## src/rtl/fetch_sequencer_pkg.sv

```systemverilog
// Shared types for the fetch front end: sequencer state encoding and the decode queue entry.
package fetch_sequencer_pkg;

  localparam int XLEN = 32;

  typedef enum logic [1:0] {
    ST_HOLD  = 2'd0,
    ST_RUN   = 2'd1,
    ST_FLUSH = 2'd2,
    ST_DRAIN = 2'd3
  } fetch_state_e;

  typedef struct packed {
    logic [XLEN-1:0] inst;
    logic [XLEN-1:0] pc;
  } fetch_entry_t;

endpackage

```

## src/rtl/fetch_queue.sv

```systemverilog
// Synchronous FIFO with wrapping pointers and a synchronous clear; the head word is read combinationally.
module fetch_queue #(
  parameter int WIDTH = 32,
  parameter int DEPTH = 4
) (
  input  logic                   clk,
  input  logic                   rst,
  input  logic                   clr,
  input  logic                   push,
  input  logic [WIDTH-1:0]       din,
  input  logic                   pop,
  output logic [WIDTH-1:0]       dout,
  output logic                   empty,
  output logic                   full,
  output logic [$clog2(DEPTH):0] count
);

  localparam int PW = (DEPTH > 1) ? $clog2(DEPTH) : 1;
  localparam int CW = $clog2(DEPTH) + 1;

  logic [WIDTH-1:0] mem [DEPTH];
  logic [PW-1:0]    rd_ptr;
  logic [PW-1:0]    wr_ptr;
  logic             do_push;
  logic             do_pop;

  function automatic logic [PW-1:0] ptr_inc(input logic [PW-1:0] p);
    return (p == PW'(DEPTH - 1)) ? '0 : p + 1'b1;
  endfunction

  assign empty   = (count == '0);
  assign full    = (count == CW'(DEPTH));
  assign do_pop  = pop & ~empty;
  // A full queue still takes a push when the head leaves in the same cycle.
  assign do_push = push & (~full | do_pop);
  assign dout    = mem[rd_ptr];

  // NOTE: sequential state uses non-blocking assignments so every flop samples pre-edge values.
  always_ff @(posedge clk or negedge rst) begin
    if (!rst) begin
      rd_ptr <= '0;
      wr_ptr <= '0;
      count  <= '0;
    end else if (clr) begin
      rd_ptr <= '0;
      wr_ptr <= '0;
      count  <= '0;
    end else begin
      if (do_push) wr_ptr <= ptr_inc(wr_ptr);
      if (do_pop)  rd_ptr <= ptr_inc(rd_ptr);
      case ({do_push, do_pop})
        2'b10:   count <= count + 1'b1;
        2'b01:   count <= count - 1'b1;
        default: ;
      endcase
    end
  end

  // NOTE: storage is deliberately not reset; pointers and count alone define which words are valid.
  always_ff @(posedge clk) begin
    if (do_push && !clr) mem[wr_ptr] <= din;
  end

endmodule

```

## src/rtl/fetch_sequencer.sv

```systemverilog
// Fetch front end: issues imem requests at npc, tracks in-flight responses, buffers {inst, pc}
// for decode, and discards stale work after late (ALU) or early (decode) redirects.
module fetch_sequencer
  import fetch_sequencer_pkg::*;
#(
  parameter int QUEUE_DEPTH     = 4,
  parameter int MAX_OUTSTANDING = 2
) (
  input  logic            clk,
  input  logic            rst,
  input  logic [XLEN-1:0] npc,
  input  logic            br_late,
  input  logic            br_late_done,
  input  logic            early_redirect,
  output logic            fetch_stall,
  output logic            imem_req,
  output logic [XLEN-1:0] imem_addr,
  input  logic            imem_gnt,
  input  logic            imem_rvalid,
  input  logic [XLEN-1:0] imem_rdata,
  output logic [XLEN-1:0] inst_feedback,
  output logic            dec_valid,
  output logic [XLEN-1:0] dec_inst,
  output logic [XLEN-1:0] dec_pc,
  input  logic            dec_ready
);

  localparam int QCW = $clog2(QUEUE_DEPTH) + 1;
  localparam int OCW = $clog2(MAX_OUTSTANDING) + 1;
  localparam int SCW = QCW + OCW;

  fetch_state_e    state;
  logic [OCW-1:0]  outstanding;
  logic [OCW-1:0]  outstanding_nxt;
  logic [OCW-1:0]  kill_cnt;
  logic [OCW-1:0]  kill_nxt;
  logic [OCW-1:0]  live_outstanding;
  logic [SCW-1:0]  credit_used;
  logic [QCW-1:0]  q_count;
  logic            q_empty;
  logic            q_full;
  logic            q_push;
  logic            q_pop;
  fetch_entry_t    q_head;
  fetch_entry_t    q_din;
  logic [XLEN-1:0] pend_pc;
  logic            pend_empty;
  logic            pend_full;
  logic [OCW-1:0]  pend_count;
  logic            redirect;
  logic            issue_state;
  logic            accept;
  logic            resp;
  logic            unused_ok;

  assign redirect    = br_late | early_redirect;
  assign issue_state = (state == ST_RUN) || (state == ST_DRAIN);
  assign resp        = imem_rvalid & (outstanding != '0);
  assign accept      = imem_req & imem_gnt;

  // Credits: queued entries plus responses still destined for the queue never exceed its depth.
  assign live_outstanding = outstanding - kill_cnt;
  assign credit_used      = SCW'(q_count) + SCW'(live_outstanding);

  assign imem_req = issue_state & ~redirect
                  & (outstanding < OCW'(MAX_OUTSTANDING))
                  & (credit_used < SCW'(QUEUE_DEPTH));
  assign imem_addr     = npc;
  assign fetch_stall   = ~accept;
  assign inst_feedback = imem_rdata;

  // NOTE: every always_comb output gets a default first so no path can infer a latch.
  always_comb begin
    outstanding_nxt = outstanding;
    case ({accept, resp})
      2'b10:   outstanding_nxt = outstanding + 1'b1;
      2'b01:   outstanding_nxt = outstanding - 1'b1;
      default: ;
    endcase
    kill_nxt = kill_cnt;
    if (redirect) kill_nxt = outstanding_nxt;
    else if (resp && (kill_cnt != '0)) kill_nxt = kill_cnt - 1'b1;
  end

  always_ff @(posedge clk or negedge rst) begin
    if (!rst) begin
      state       <= ST_HOLD;
      outstanding <= '0;
      kill_cnt    <= '0;
    end else begin
      outstanding <= outstanding_nxt;
      kill_cnt    <= kill_nxt;
      if (redirect) begin
        state <= ST_FLUSH;
      end else begin
        case (state)
          ST_HOLD:  state <= ST_RUN;
          ST_RUN:   state <= ST_RUN;
          ST_FLUSH: state <= (kill_nxt != '0) ? ST_DRAIN : ST_RUN;
          ST_DRAIN: state <= (kill_nxt == '0) ? ST_RUN : ST_DRAIN;
          default:  state <= ST_HOLD;
        endcase
      end
    end
  end

  // A response in a redirect cycle is stale along with everything older than the redirect.
  assign q_push = resp & (kill_cnt == '0) & ~redirect;
  assign q_pop  = dec_valid & dec_ready;
  assign q_din  = '{inst: imem_rdata, pc: pend_pc};

  fetch_queue #(.WIDTH(XLEN), .DEPTH(MAX_OUTSTANDING)) u_pend_fifo (
    .clk   (clk),
    .rst   (rst),
    .clr   (1'b0),
    .push  (accept),
    .din   (imem_addr),
    .pop   (resp),
    .dout  (pend_pc),
    .empty (pend_empty),
    .full  (pend_full),
    .count (pend_count)
  );

  fetch_queue #(.WIDTH(2 * XLEN), .DEPTH(QUEUE_DEPTH)) u_inst_queue (
    .clk   (clk),
    .rst   (rst),
    .clr   (redirect),
    .push  (q_push),
    .din   (q_din),
    .pop   (q_pop),
    .dout  (q_head),
    .empty (q_empty),
    .full  (q_full),
    .count (q_count)
  );

  assign dec_valid = ~q_empty;
  assign dec_inst  = dec_valid ? q_head.inst : '0;
  assign dec_pc    = dec_valid ? q_head.pc   : '0;

  // br_late_done needs no action: npc already carries the target, so issue proceeds normally.
  assign unused_ok = ^{br_late_done, q_full, pend_empty, pend_full, pend_count};

  a_no_orphan_rvalid : assert property (@(posedge clk) disable iff (!rst)
    imem_rvalid |-> (outstanding != '0));

endmodule
```

## config.mk

```make
export PLATFORM = sky130hd
export DESIGN_NAME = fetch_sequencer
export DESIGN_NICKNAME = d
export VERILOG_FILES = /design/src/rtl/fetch_sequencer_pkg.sv /design/src/rtl/fetch_queue.sv /design/src/rtl/fetch_sequencer.sv
export SDC_FILE = /design/constraint.sdc
export NUM_CORES = 1
export LEC_CHECK = 0
export BUFFER_PORTS_ARGS = -buffer_cell sky130_fd_sc_hd__buf_2
export CAP_MARGIN = 20
export CORE_ASPECT_RATIO = 2
export CORE_MARGIN = 5
export CORE_UTILIZATION = 51
export DETAILED_ROUTE_END_ITERATION = 7
export GPL_TIMING_DRIVEN = 0
export HOLD_SLACK_MARGIN = 0.06
export PLACE_DENSITY_LB_ADDON = 0.08
export SLEW_MARGIN = 25
export SYNTH_ARGS = -nofsm -noshare
export SYNTH_HDL_FRONTEND = slang
export SYNTH_HIERARCHICAL = 1
export SYNTH_SLANG_ARGS = --single-unit
```

## constraint.sdc

```tcl
create_clock -name clk -period 4.68 [get_ports clk]
set_input_delay 0.234 -clock clk [delete_from_list [all_inputs] [get_ports clk]]
set_output_delay 0.234 -clock clk [all_outputs]
set_load 0.01 [all_outputs]
```

# [After elaboration in Yosys (flattened, before gate mapping)]
# Memory sizes are Yosys's and may differ from the RTL's.
# Cells that the tools add are included.
[totals] ff_bits=17 latchBits=0 ram_bits=320 romBits=0 wordCells=101 n_memories=2
[mem_list] name="u_inst_queue.mem" depth=4 word_bits=64 read_ports=1 rd_ports_with_merged_regs=0 wr=1 line_no="fetch_queue.sv:21" source="logic [WIDTH-1:0] mem [DEPTH];"
[mem_list] name="u_pend_fifo.mem" depth=2 word_bits=32 read_ports=1 rd_ports_with_merged_regs=0 wr=1 line_no="fetch_queue.sv:21"
[op_classes] n_addsub=13 mul=0 n_div=0 magnitude_cmp=2 n_eq_ne=13 shift=0 mux=24 bitwise_logic=21 reduce_logical=17
[op_table] op="$mux W32" count=2
[op_table] op="$mux W2" count=11
[op_table] op="$eq A2 B2 Y1 const B" count=8
[op_table] op="$and A1 B1 Y1" count=12
[op_table] op="$reduce_bool A2 Y1" count=6
[op_table] op="$add A2 B1 Y2 const B" count=4
[op_table] op="$eq A2 B1 Y1 const B" count=4
[op_table] op="$logic_not A2 Y1" count=4
[op_table] op="$pmux W2 S2" count=2
[op_table] op="$mux W1" count=6
[op_table] op="$not A1 Y1" count=6
[op_table] op="$pmux W2 S3" count=1
[op_table] op="$pmux W3 S2" count=1
[op_table] op="$sub A2 B1 Y2 const B" count=3
[op_table] op="$add A3 B2 Y4" count=1
[op_table] op="$lt A4 B3 Y1 const B" count=1
[op_table] op="$add A3 B1 Y3 const B" count=1
[op_table] op="$eq A3 B3 Y1 const B" count=1
[op_table] op="$logic_not A3 Y1" count=1
[op_table] op="$mux W3" count=1
[op_table] op="$or A1 B1 Y1" count=3
[op_table] op="$reduce_bool A3 Y1" count=1
[op_table] op="$sub A3 B1 Y3 const B" count=1
[op_table] op="$add A1 B1 Y1 const B" count=2
[op_table] op="other kinds (6)" count=7

# [Longest topological paths before layout]
[logic_depth] depth_word=13 mapped_depth=14 depth_no_buf=14

# [By module]
# Netlist, hierarchy kept.
[modules_own_cells] module="fetch_queue (u_inst_queue)" n_inst=1 cells_per_inst=399 area_per_inst_um2=9848.2 seq_area_each_um2=7862.5
[modules_own_cells] module="fetch_queue (u_pend_fifo)" n_inst=1 cells_per_inst=125 area_per_inst_um2=2561.2 seq_area_each_um2=2021.9
[modules_own_cells] module="fetch_sequencer" n_inst=1 cells_per_inst=172 area_per_inst_um2=1261.2 seq_area_each_um2=125.1

# [Least setup slack after synthesis]
# No wires, ideal clock.
[synth_timing] kind="reg2reg" start="register outstanding[0]" end="memory u_pend_fifo.mem[2][0] (netlist: u_pend_fifo/mem[1][0]) (enable)" setup_time_ps=468 t_arrival_ps=4386 required_time_ps=4212 path_slack_ps=-174 stages_incl_launch_ff=12 path_buffers=0 synth_period_minus_slack_ps=4854 path_cell_list="dfrtp_1 -> inv_1 -> ha_1 -> xnor2_1 -> xnor2_1 -> ha_1 -> nor4b_1 -> o21ai_0 -> nor2_1 -> and2_1 -> o21ai_2 -> nor3b_1"
[synth_between] elab_chain_len=8
[synth_lines] element="start, declared" line_no="fetch_sequencer.sv:33" source="logic [OCW-1:0] outstanding;"
[synth_lines] element="start signal, assigned" line_no="fetch_sequencer.sv:91" source="outstanding <= outstanding_nxt;"
[synth_lines] element="$sub A2 B2 Y2" line_no="fetch_sequencer.sv:62" source="assign live_outstanding = outstanding - kill_cnt;"
[synth_lines] element="$add A3 B2 Y4" line_no="fetch_sequencer.sv:63" source="assign credit_used = SCW'(q_count) + SCW'(live_outstanding);"
[synth_lines] element="$lt A4 B3 Y1" line_no="fetch_sequencer.sv:67" source="& (credit_used < SCW'(QUEUE_DEPTH));"
[synth_lines] element="$and A1 B1 Y1 *" line_no="fetch_sequencer.sv:67"
[synth_lines] element="named net imem_req" line_no="fetch_sequencer.sv:16" source="output logic imem_req,"
[synth_lines] element="$and A1 B1 Y1 *" line_no="fetch_sequencer.sv:59" source="assign accept = imem_req & imem_gnt;"
[synth_lines] element="named net accept" line_no="fetch_sequencer.sv:52" source="logic accept;"
[synth_lines] element="$and A1 B1 Y1 *" line_no="fetch_queue.sv:35" source="assign do_push = push & (~full | do_pop);"
[synth_lines] element="$mux W1 *" line_no="fetch_queue.sv:61" source="if (do_push && !clr) mem[wr_ptr] <= din;"
[synth_lines] element="$mux W1 (not written as such) *" line_no="fetch_queue.sv:61"
[synth_lines] element="end, declared" line_no="fetch_queue.sv:21"
# Mark *: on every way through the listed nets, which the timed path passes. The rest lies on a longest branch.

# [Worst setup path after layout]
[layout_timing] start="register u_inst_queue.count[0]" end="register u_inst_queue.count[2]"
[layout_between] elab_chain_len=9
[layout_lines] element="start, declared" line_no="fetch_queue.sv:15" source="output logic [$clog2(DEPTH):0] count"
[layout_lines] element="start signal, assigned" line_no="fetch_queue.sv:52" source="2'b10: count <= count + 1'b1;"
[layout_lines] element="start signal, assigned" line_no="fetch_queue.sv:53" source="2'b01: count <= count - 1'b1;"
[layout_lines] element="$logic_not A3 Y1 *" line_no="fetch_queue.sv:31" source="assign empty = (count == '0);"
[layout_lines] element="named net q_empty" line_no="fetch_sequencer.sv:40" source="logic q_empty;"
[layout_lines] element="$not A1 Y1 *" line_no="fetch_sequencer.sv:138" source="assign dec_valid = ~q_empty;"
[layout_lines] element="$and A1 B1 Y1 *" line_no="fetch_sequencer.sv:109" source="assign q_pop = dec_valid & dec_ready;"
[layout_lines] element="named net q_pop" line_no="fetch_sequencer.sv:43" source="logic q_pop;"
[layout_lines] element="$and A1 B1 Y1 *" line_no="fetch_queue.sv:33" source="assign do_pop = pop & ~empty;"
[layout_lines] element="$or A1 B1 Y1" line_no="fetch_queue.sv:35"
[layout_lines] element="$and A1 B1 Y1" line_no="fetch_queue.sv:35"
[layout_lines] element="$eq A2 B1 Y1 or $eq A2 B2 Y1 (tied branches)" line_no="fetch_queue.sv:51" source="case ({do_push, do_pop})"
[layout_lines] element="$pmux W3 S2" line_no="fetch_queue.sv:51"
[layout_lines] element="$mux W3" line_no="fetch_queue.sv:44" source="end else if (clr) begin"
# Marks and branches as above.
# A chain may end at the register's enable or synchronous reset.

==> impl_metrics.env <==
export IMPL_grt_max_degree=40
export IMPL_mostFrequentLayoutCell="sky130_fd_sc_hd__edfxtp_1"
export IMPL_core_area_um2=26400
export IMPL_setup_worst_path_end_class="register"
export IMPL_startpoint_type="register"
export IMPL_clk_pin_slew_ns=0.07
export IMPL_cts_made_buffers=28
export IMPL_grt_setup_unrepaired="no"
export IMPL_max_cap_viol_count=0
export IMPL_post_place_cells=1256
export IMPL_layout_drive_gt1_share_pct=43.5
export IMPL_routability_cong=0.744
export IMPL_report_final_slew_viol_count=0
export IMPL_num_vias=7083
export IMPL_average_wire_per_standard_cell_um=19.6
export IMPL_r2r_cells=10
export IMPL_synth_warnings=6
export IMPL_syn_area_um2=13700
export IMPL_grt_pass1_vias=7664
export IMPL_buffers_inserted_by_post_cts_timing_repair=0
export IMPL_chipWidth_um=126
export IMPL_gr_total_overflow=0
export IMPL_leakagePower_nw=6.09
export IMPL_cp_arrival_ns=4.14
export IMPL_finalNetCount=1091
export IMPL_worst_r2r_startpoint="u_inst_queue/count[0]"
export IMPL_first_pass_iters=6
export IMPL_finalHoldViolCount=0
export IMPL_cts_hold_repair_buffers=67
export IMPL_die_height_um=241
export IMPL_hold_path_class="primary input to register"
export IMPL_critical_path_reg2reg_endpoint="u_inst_queue/count[2]"
export IMPL_layout_min_cycle_time_ns=3.69
export IMPL_placement_rows=84
export IMPL_overall_routed_net_length_um=27000
export IMPL_first_iter_violations=388
export IMPL_number_of_clock_sinks=336
export IMPL_worst_clock_skew_ns=0.0113
export IMPL_slew_headroom_pct=36.8
export IMPL_syn_mean_instance_area_um2=19.7
export IMPL_share_of_the_cycle_needed_by_the_critical_path_after_routing_pct=78.8
export IMPL_drt_drc_violations_left=0
export IMPL_clkLatencyLatePin_ns=0.55
export IMPL_die_ar_um2=30400
export IMPL_worst_hold_slack_across_all_endpoints_ns=0.0978
export IMPL_hold_start="br_late"
export IMPL_worstPathRequired_ns=5.14
export IMPL_finish_cell_count_without_fillers=1375
export IMPL_drt_antenna_violating_nets=0
export IMPL_worstHoldEndpoint="kill_cnt[1]"
export IMPL_fin_total_pwr_mw=5.92
export IMPL_io_buffer_count=201
export IMPL_instance_count_along_the_most_critical_hold_path=3
export IMPL_antenna_cells=0
export IMPL_cts_tree="yes"
export IMPL_final_cell_mix="sky130_fd_sc_hd__edfxtp_1, sky130_fd_sc_hd__buf_2, sky130_fd_sc_hd__buf_4"
export IMPL_initial_utilization_pct=51.8
export IMPL_grt_first_pass_wirelength_um=41700
export IMPL_pwr_density_cell_nw_per_um2=351
export IMPL_worstPathMaxFanout=10
export IMPL_syn_inst=695
export IMPL_place_detailed_hpwl_um=17900
export IMPL_fillCellCount=1881
export IMPL_crit_type="register to register"
export IMPL_flop_to_flop_setup_slack_ns=0.99
export IMPL_outcome="finished clean"
export IMPL_max_clock_path_buffers=3
export IMPL_antenna_found_initial=0
export IMPL_setup_tns_final_ns=0
export IMPL_gates_resized_cts_repair=0
export IMPL_layout_core_utilization_pct=63.9
export IMPL_avgViaCountPerCell=5.15
export IMPL_f_max_mhz=271
export IMPL_grt_usage_pct=17.7
export IMPL_cts_root_buffer="sky130_fd_sc_hd__clkbuf_16"
export IMPL_setup_viol_count_final=0
export IMPL_htree_levels=1
export IMPL_worst_slew_pin_slew_ns=0.948
export IMPL_num_io_pins=203
export IMPL_ir_worst_vdd_mv=0.305
export IMPL_syn_to_final_growth_pct=23.3
-- flip-flops by register name, indices dropped and copies added (netlist names) --
signal / flops
u_inst_queue/count: 3
u_pend_fifo/mem: 64
outstanding: 2
u_pend_fifo/count: 2
u_inst_queue/rd_ptr: 2
u_inst_queue/wr_ptr: 2
state: 1
u_pend_fifo/rd_ptr: 1
u_pend_fifo/wr_ptr: 1
kill_cnt: 2
u_inst_queue/mem: 256
-- stage by stage --
stage,setup slack (ns),area (um^2)
after floorplan,0.0277,13700
after global placement,-1.70,15100
after global routing,0.709,16800
final,0.993,16800
after CTS,0.906,16800
after detailed placement,0.944,15300
-- worst max-delay path, stage by stage, from the launching register on --
cell                      delay (ns)
sky130_fd_sc_hd__dfrtp_1        0.42
sky130_fd_sc_hd__buf_4          0.19
sky130_fd_sc_hd__nor3_1         0.51
sky130_fd_sc_hd__buf_1          0.77
sky130_fd_sc_hd__nor2b_1        0.10
sky130_fd_sc_hd__buf_4          0.22
sky130_fd_sc_hd__o31ai_2        0.12
sky130_fd_sc_hd__nor2_1         0.11
sky130_fd_sc_hd__fa_1           0.42
sky130_fd_sc_hd__or4_1          0.53
sky130_fd_sc_hd__a31oi_1        0.20
-- where the power goes --
part           total (mW)  leakage (nW)  switching [mW]  internal [mW]
Combinational       0.382          2.58           0.178          0.205
Sequential           3.33          3.09          0.0237           3.31
Clock                2.21         0.416           0.988           1.22
-- metal layers --
metal  share of wire [%]  global-route usage, %  vias to the layer above
li1                    -                      -                     3256
met1                  36                   19.3                     3603
met2                  58                   35.3                      197
met3                 4.6                   2.74                       27
met4                 1.7                   5.01                        0
met5                   0                      0                        -
-- worst max-delay path by stage --
stage	to	slack, ns	startpoint
CTS	u_inst_queue/count[1]	0.91	u_inst_queue/count[0]
floorplan	u_pend_fifo/mem[0][0]	0.03	outstanding[0]
detailed placement	u_inst_queue/count[2]	0.94	u_inst_queue/count[0]
global route	u_inst_queue/count[1]	0.71	u_inst_queue/count[0]
global placement	u_pend_fifo/mem[0][28]	-1.70	outstanding[0]
finish	u_inst_queue/count[2]	0.99	u_inst_queue/count[0]
-- area by class of cell --
cell class              count  area, um^2  area share [%]
plain buffers              95         699            4.15
flip-flops and latches    336       10000            59.4
clock buffers              37         734            4.36
repair buffers            278        1840            10.9
well taps                 344         430            2.55
inverters                  10        37.5           0.223
clock inverters            15         134           0.795
multi-input cells         260        2970            17.6
(Power assumes the default switching activity.)
